### config.mk
export PLATFORM = sky130hd
export DESIGN_NAME = bluejay_line_sequencer
export DESIGN_NICKNAME = d
export VERILOG_FILES = /design/src/rtl/bluejay_pkg.sv /design/src/rtl/bluejay_output_stage.sv /design/src/rtl/bluejay_line_sequencer.sv
export SDC_FILE = /design/constraint.sdc
export NUM_CORES = 1
export LEC_CHECK = 0
export ABC_AREA = 1
export CORE_ASPECT_RATIO = 0.75
export CORE_UTILIZATION = 33
export CTS_CLUSTER_DIAMETER = 200
export DETAILED_ROUTE_END_ITERATION = 16
export GPL_TIMING_DRIVEN = 0
export HOLD_SLACK_MARGIN = 0.06
export SETUP_SLACK_MARGIN = 0.15
export SYNTH_ARGS = -nofsm -noshare
export SYNTH_HDL_FRONTEND = slang
export SYNTH_SLANG_ARGS = --single-unit
### constraint.sdc
create_clock -name clk_i -period 3.5 [get_ports clk_i]
set_input_delay 0.875 -clock clk_i [delete_from_list [all_inputs] [get_ports clk_i]]
set_output_delay 0.875 -clock clk_i [all_outputs]
set_load 0.01 [all_outputs]
### src/rtl/bluejay_pkg.sv
// Shared types and default geometry for the Bluejay SLM line sequencer.
// BLUEJAY_INVERT_EN selects per-frame data inversion in the output stage.
package bluejay_pkg;

  localparam int WORD_W              = 32;
  localparam int DEF_WORDS_PER_LINE  = 40;
  localparam int DEF_LINES_PER_FRAME = 1280;
  localparam int DEF_LINE_GAP        = 4;

  typedef enum logic [2:0] {
    IDLE,
    LINE_WAIT,
    SYNC,
    READ,
    DRAIN,
    GAP,
    UPDATE
  } state_t;

endpackage

### src/rtl/bluejay_output_stage.sv
// Output register for the SLM data bus.
// BLUEJAY_INVERT_EN adds a frame-parity bit that inverts odd frames.
module bluejay_output_stage
  import bluejay_pkg::*;
(
  input  logic              clk,
  input  logic              rst_n,
  input  logic              load,
`ifdef BLUEJAY_INVERT_EN
  input  logic              toggle,
`endif
  input  logic [WORD_W-1:0] word,
  output logic [WORD_W-1:0] data,
  output logic              valid
);

  logic [WORD_W-1:0] word_d;

`ifdef BLUEJAY_INVERT_EN
  logic parity;

  // Odd frames carry inverted pixels for LC DC balance
  always_ff @(posedge clk or negedge rst_n) begin
    if (!rst_n) parity <= 1'b0;
    else        parity <= parity ^ toggle;
  end

  assign word_d = parity ? ~word : word;
`else
  assign word_d = word;
`endif

  always_ff @(posedge clk or negedge rst_n) begin
    if (!rst_n) begin
      data  <= '0;
      valid <= 1'b0;
    end else begin
      data  <= load ? word_d : '0;
      valid <= load;
    end
  end

endmodule

### src/rtl/bluejay_line_sequencer.sv
// Paces upstream 32-bit words onto the Bluejay SLM bus, line by line.
// BLUEJAY_INVERT_EN enables per-frame data inversion.
module bluejay_line_sequencer
  import bluejay_pkg::*;
#(
  parameter  int WORDS_PER_LINE  = DEF_WORDS_PER_LINE,
  parameter  int LINES_PER_FRAME = DEF_LINES_PER_FRAME,
  parameter  int LINE_GAP        = DEF_LINE_GAP,
  localparam int LW = $clog2(LINES_PER_FRAME)
) (
  input  logic              clk_i,
  input  logic              reset_i,
  input  logic [WORD_W-1:0] data_i,
  input  logic              fifo_empty_i,
  input  logic              next_line_rdy_i,
  input  logic              next_frame_rdy_i,
  output logic              get_next_word_o,
  output logic [WORD_W-1:0] bluejay_data_o,
  output logic              bluejay_valid_o,
  output logic              bluejay_sync_o,
  output logic              bluejay_update_o,
  output logic [LW-1:0]     line_cnt_o,
  output logic              underflow_o
);

  localparam int WW = $clog2(WORDS_PER_LINE);
  localparam int GW = $clog2(LINE_GAP + 1);
  localparam logic [WW-1:0] W_LAST = WW'(WORDS_PER_LINE - 1);
  localparam logic [LW-1:0] L_LAST = LW'(LINES_PER_FRAME - 1);
  localparam logic [GW-1:0] G_LAST = GW'(LINE_GAP - 1);

  logic [1:0]    rst_sync;
  logic          rst_n;
  state_t        state_q, state_d;
  logic [WW-1:0] word_q;
  logic [LW-1:0] line_q;
  logic [GW-1:0] gap_q;
  logic          pop, pop_q, gap_done;
  logic          sync_q, upd_q, under_q;

  // Async assert, synchronous release
  always_ff @(posedge clk_i or negedge reset_i) begin
    if (!reset_i) rst_sync <= 2'b00;
    else          rst_sync <= {rst_sync[0], 1'b1};
  end

  assign rst_n = rst_sync[1];

  always_ff @(posedge clk_i or negedge rst_n) begin
    if (!rst_n) state_q <= IDLE;
    else        state_q <= state_d;
  end

  always_comb begin
    state_d  = state_q;
    pop      = 1'b0;
    gap_done = (state_q == GAP) && (gap_q == G_LAST);
    unique case (state_q)
      IDLE:      if (next_frame_rdy_i) state_d = SYNC;
      LINE_WAIT: if (next_line_rdy_i) state_d = SYNC;
      SYNC:      state_d = READ;
      READ: begin
        pop = !fifo_empty_i;
        if (pop && word_q == W_LAST) state_d = DRAIN;
      end
      DRAIN:     state_d = GAP;
      GAP: begin
        if (gap_done)
          state_d = (line_q == L_LAST) ? UPDATE : LINE_WAIT;
      end
      UPDATE:    state_d = IDLE;
      default:   state_d = IDLE;
    endcase
  end

  always_ff @(posedge clk_i or negedge rst_n) begin
    if (!rst_n) begin
      word_q <= '0;
      gap_q  <= '0;
      line_q <= '0;
    end else begin
      if (pop)
        word_q <= (word_q == W_LAST) ? '0 : word_q + WW'(1);
      if (state_q == GAP && !gap_done)
        gap_q <= gap_q + GW'(1);
      else
        gap_q <= '0;
      if (state_q == IDLE && next_frame_rdy_i)
        line_q <= '0;
      else if (gap_done)
        line_q <= (line_q == L_LAST) ? '0 : line_q + LW'(1);
    end
  end

  // Strobes are registered so they line up with the data register
  always_ff @(posedge clk_i or negedge rst_n) begin
    if (!rst_n) begin
      pop_q   <= 1'b0;
      sync_q  <= 1'b0;
      upd_q   <= 1'b0;
      under_q <= 1'b0;
    end else begin
      pop_q   <= pop;
      sync_q  <= (state_q == SYNC);
      upd_q   <= (state_q == UPDATE);
      under_q <= under_q | (state_q == READ && fifo_empty_i);
    end
  end

  bluejay_output_stage u_out (
    .clk    (clk_i),
    .rst_n  (rst_n),
    .load   (pop_q),
`ifdef BLUEJAY_INVERT_EN
    .toggle (state_q == UPDATE),
`endif
    .word   (data_i),
    .data   (bluejay_data_o),
    .valid  (bluejay_valid_o)
  );

  assign get_next_word_o  = pop;
  assign bluejay_sync_o   = sync_q;
  assign bluejay_update_o = upd_q;
  assign line_cnt_o       = line_q;
  assign underflow_o      = under_q;

endmodule
==> qor.yml <==
vdd_drop_max_mv: 0.265
setup_viol: 0
reg2reg_from: "line_cnt_o[0]"
numPortBuffers: 84
worst_hold_slack_ns: 0.294
syn_area_per_cell_um2: 9.01
end_kind: "output port"
drive_gt1_share_pct: 10.2
cts.path.max_buffers: 2
synth_top_area_share_pct: 57.4
antenna_found_initial: 0
drtIter0Drc: 49
status: "complete, no violations"
dpl-instance-area_um2: 3700
grt_pass1_wl_um: 9540
diodes: 0
drt_drc_violations_left: 0
crit_type: "in -> out"
power_density_nw_per_um2: 560
grt_usage_pct: 14.9
slew_headroom_pct: 57.7
synth_largest_area_cell: "dfrtp_1"
wire_per_inst_um: 11.1
grt_pass1_vias: 2087
grt_max_degree: 35
cts_max_level: 3
synth_warnings: 0
clock_skew_ns: 0.00595
syn_area_um2: 2700
yosysUniqueCellTypes: 28
finalHoldViolations: 0
rsz0062_at_grt: "false"
final_common_cell: "nand2_1"
post-cts-setup-buffers: 0
routabilityCongestion: 0.799
fp.dieW_um: 106
final_max_slew_viol_count: 0
start_util_pct: 34.1
worstPathArrival_ns: 2.14
worst_slew_pin_slew_ns: 0.635
r2r_end: "line_cnt_o[10]"
synthCells: 300
clk_pin_slew_ns: 0.07
dieArea_um2: 8560
grt_overflow: 0
crit_path_start_kind: "input port"
area_growth_pct: 45.0
via_count: 2107
hold_buffers: 0
hpwlAfterDp_um: 4150
drtAntennaViolNets: 0
clkLatencyLatePin_ns: 0.33
synth.yosys.seq_area_share_pct: 57.4
firstDrtPassIters: 4
die_y_um: 80.4
cts_tree: "built"
hold_path_class: "reg -> async"
finalSetupTns_ns: 0
critical_path_required_ns: 2.62
core_um2: 7920
io-pin-count: 85
synth_nets: 341
synth_seq_cells: 62
crit_path_max_fanout: 10
cap_violations: 0
leakagePower_nw: 2.09
synth.top_cells.by_area: "dfrtp_1, nand2_1, inv_1"
cts_sinks: 62
final_nets: 437
via_per_inst: 4.16
final_area_um2: 3920
routed_wl_um: 5620
row_count: 28
rrSetupSlack_ns: 1.89
rr_worst_depth: 8
fmax_ghz: 0.332
period_needed_ns: 3.02
period_share_pct: 86.2
cts_made_buffers: 9
cts_resized: 0
final_cell_mix: "nand2_1, clkdlybuf4s50_1, inv_1, dfrtp_1, nand3_1"
root_buffer: "clkbuf_8"
cells by family after synthesis:
family          Yosys count  share of synthesized area, %
simple gates            147                          26.7
buf+inv                  72                          10.9
flops                    62                          57.4
compound gates           12                          2.36
fa+ha+maj                 4                          1.85
xor+xnor                  2                         0.648
other cells               1                         0.139
synth_stat cells:
master	count
o21ai_0	5
nand3_2	2
nor2_2	3
clkbuf_1	3
nand2_4	3
nor2_8	1
nand3b_1	1
nand4_1	7
o22ai_1	1
nand2_1	85
dfrtp_1	62
xnor2_1	2
nand3_1	19
ha_1	4
nor2_1	18
o21ai_1	2
buf_6	3
nor2_4	2
inv_1	61
inv_2	4
inv_4	1
conb_1	1
a21oi_1	3
nand4_4	1
nand2_2	1
nor3_1	2
nand3_4	2
o21bai_1	1
worst max-delay path, stage by stage:
cell             delay, ns
clkdlybuf4s50_1       0.50
nor2_8                0.21
clkdlybuf4s50_1       0.56
through the flow:
step                      setup slack, ns  util, %  power [mW]  std cells
after global placement              0.467     46.4        1.51        489
after detailed placement            0.469     46.7        1.52        490
final                               0.484     49.5        2.20        506
after CTS                           0.472     49.5        2.23        506
after floorplan                      1.61        -        1.27        300
after global routing                0.438     49.5        2.35        506
layout make-up:
cell class | instances | area, um2
plain buffers | 6 | 45.0
multi-input cells | 166 | 856
fillers | 787 | 4000
clock buffers | 10 | 138
clock inverters | 6 | 85.1
flip-flops and latches | 62 | 1550
well taps | 105 | 131
repair buffers | 85 | 861
inverters | 66 | 250
per-layer routing:
metal | wire length (um) | GRT usage (%)
met1 | 2440 | 17.0
met2 | 2460 | 22.5
met3 | 679 | 9.09
met4 | 44 | 5.75
met5 | 0 | 0
report_power, final:
part / internal, mW / switching (mW) / total (mW)
Sequential: 0.819 / 0.0833 / 0.903
Combinational: 0.276 / 0.321 / 0.598
Clock: 0.417 / 0.279 / 0.696
Total: 1.51 / 0.683 / 2.20
how the worst max path moves through the flow:
stage	from	to	slack [ns]	cells past startpoint
2_1_floorplan	fifo_empty_i	get_next_word_o	1.61	1
3_3_place_gp	fifo_empty_i	get_next_word_o	0.47	3
3_5_place_dp	fifo_empty_i	get_next_word_o	0.47	3
4_1_cts	fifo_empty_i	get_next_word_o	0.47	3
5_1_grt	fifo_empty_i	get_next_word_o	0.44	3
6_report	fifo_empty_i	get_next_word_o	0.48	3
flip-flops by register name, indices dropped and copies added (netlist names):
signal / cells
bluejay_sync_o: 1
bluejay_update_o: 1
gap_q: 3
line_cnt_o: 11
pop_q: 1
rst_sync: 2
state_q: 3
u_out.data: 32
u_out.valid: 1
underflow_o: 1
word_q: 6
No activity file was read; power rests on OpenSTA's default activity.
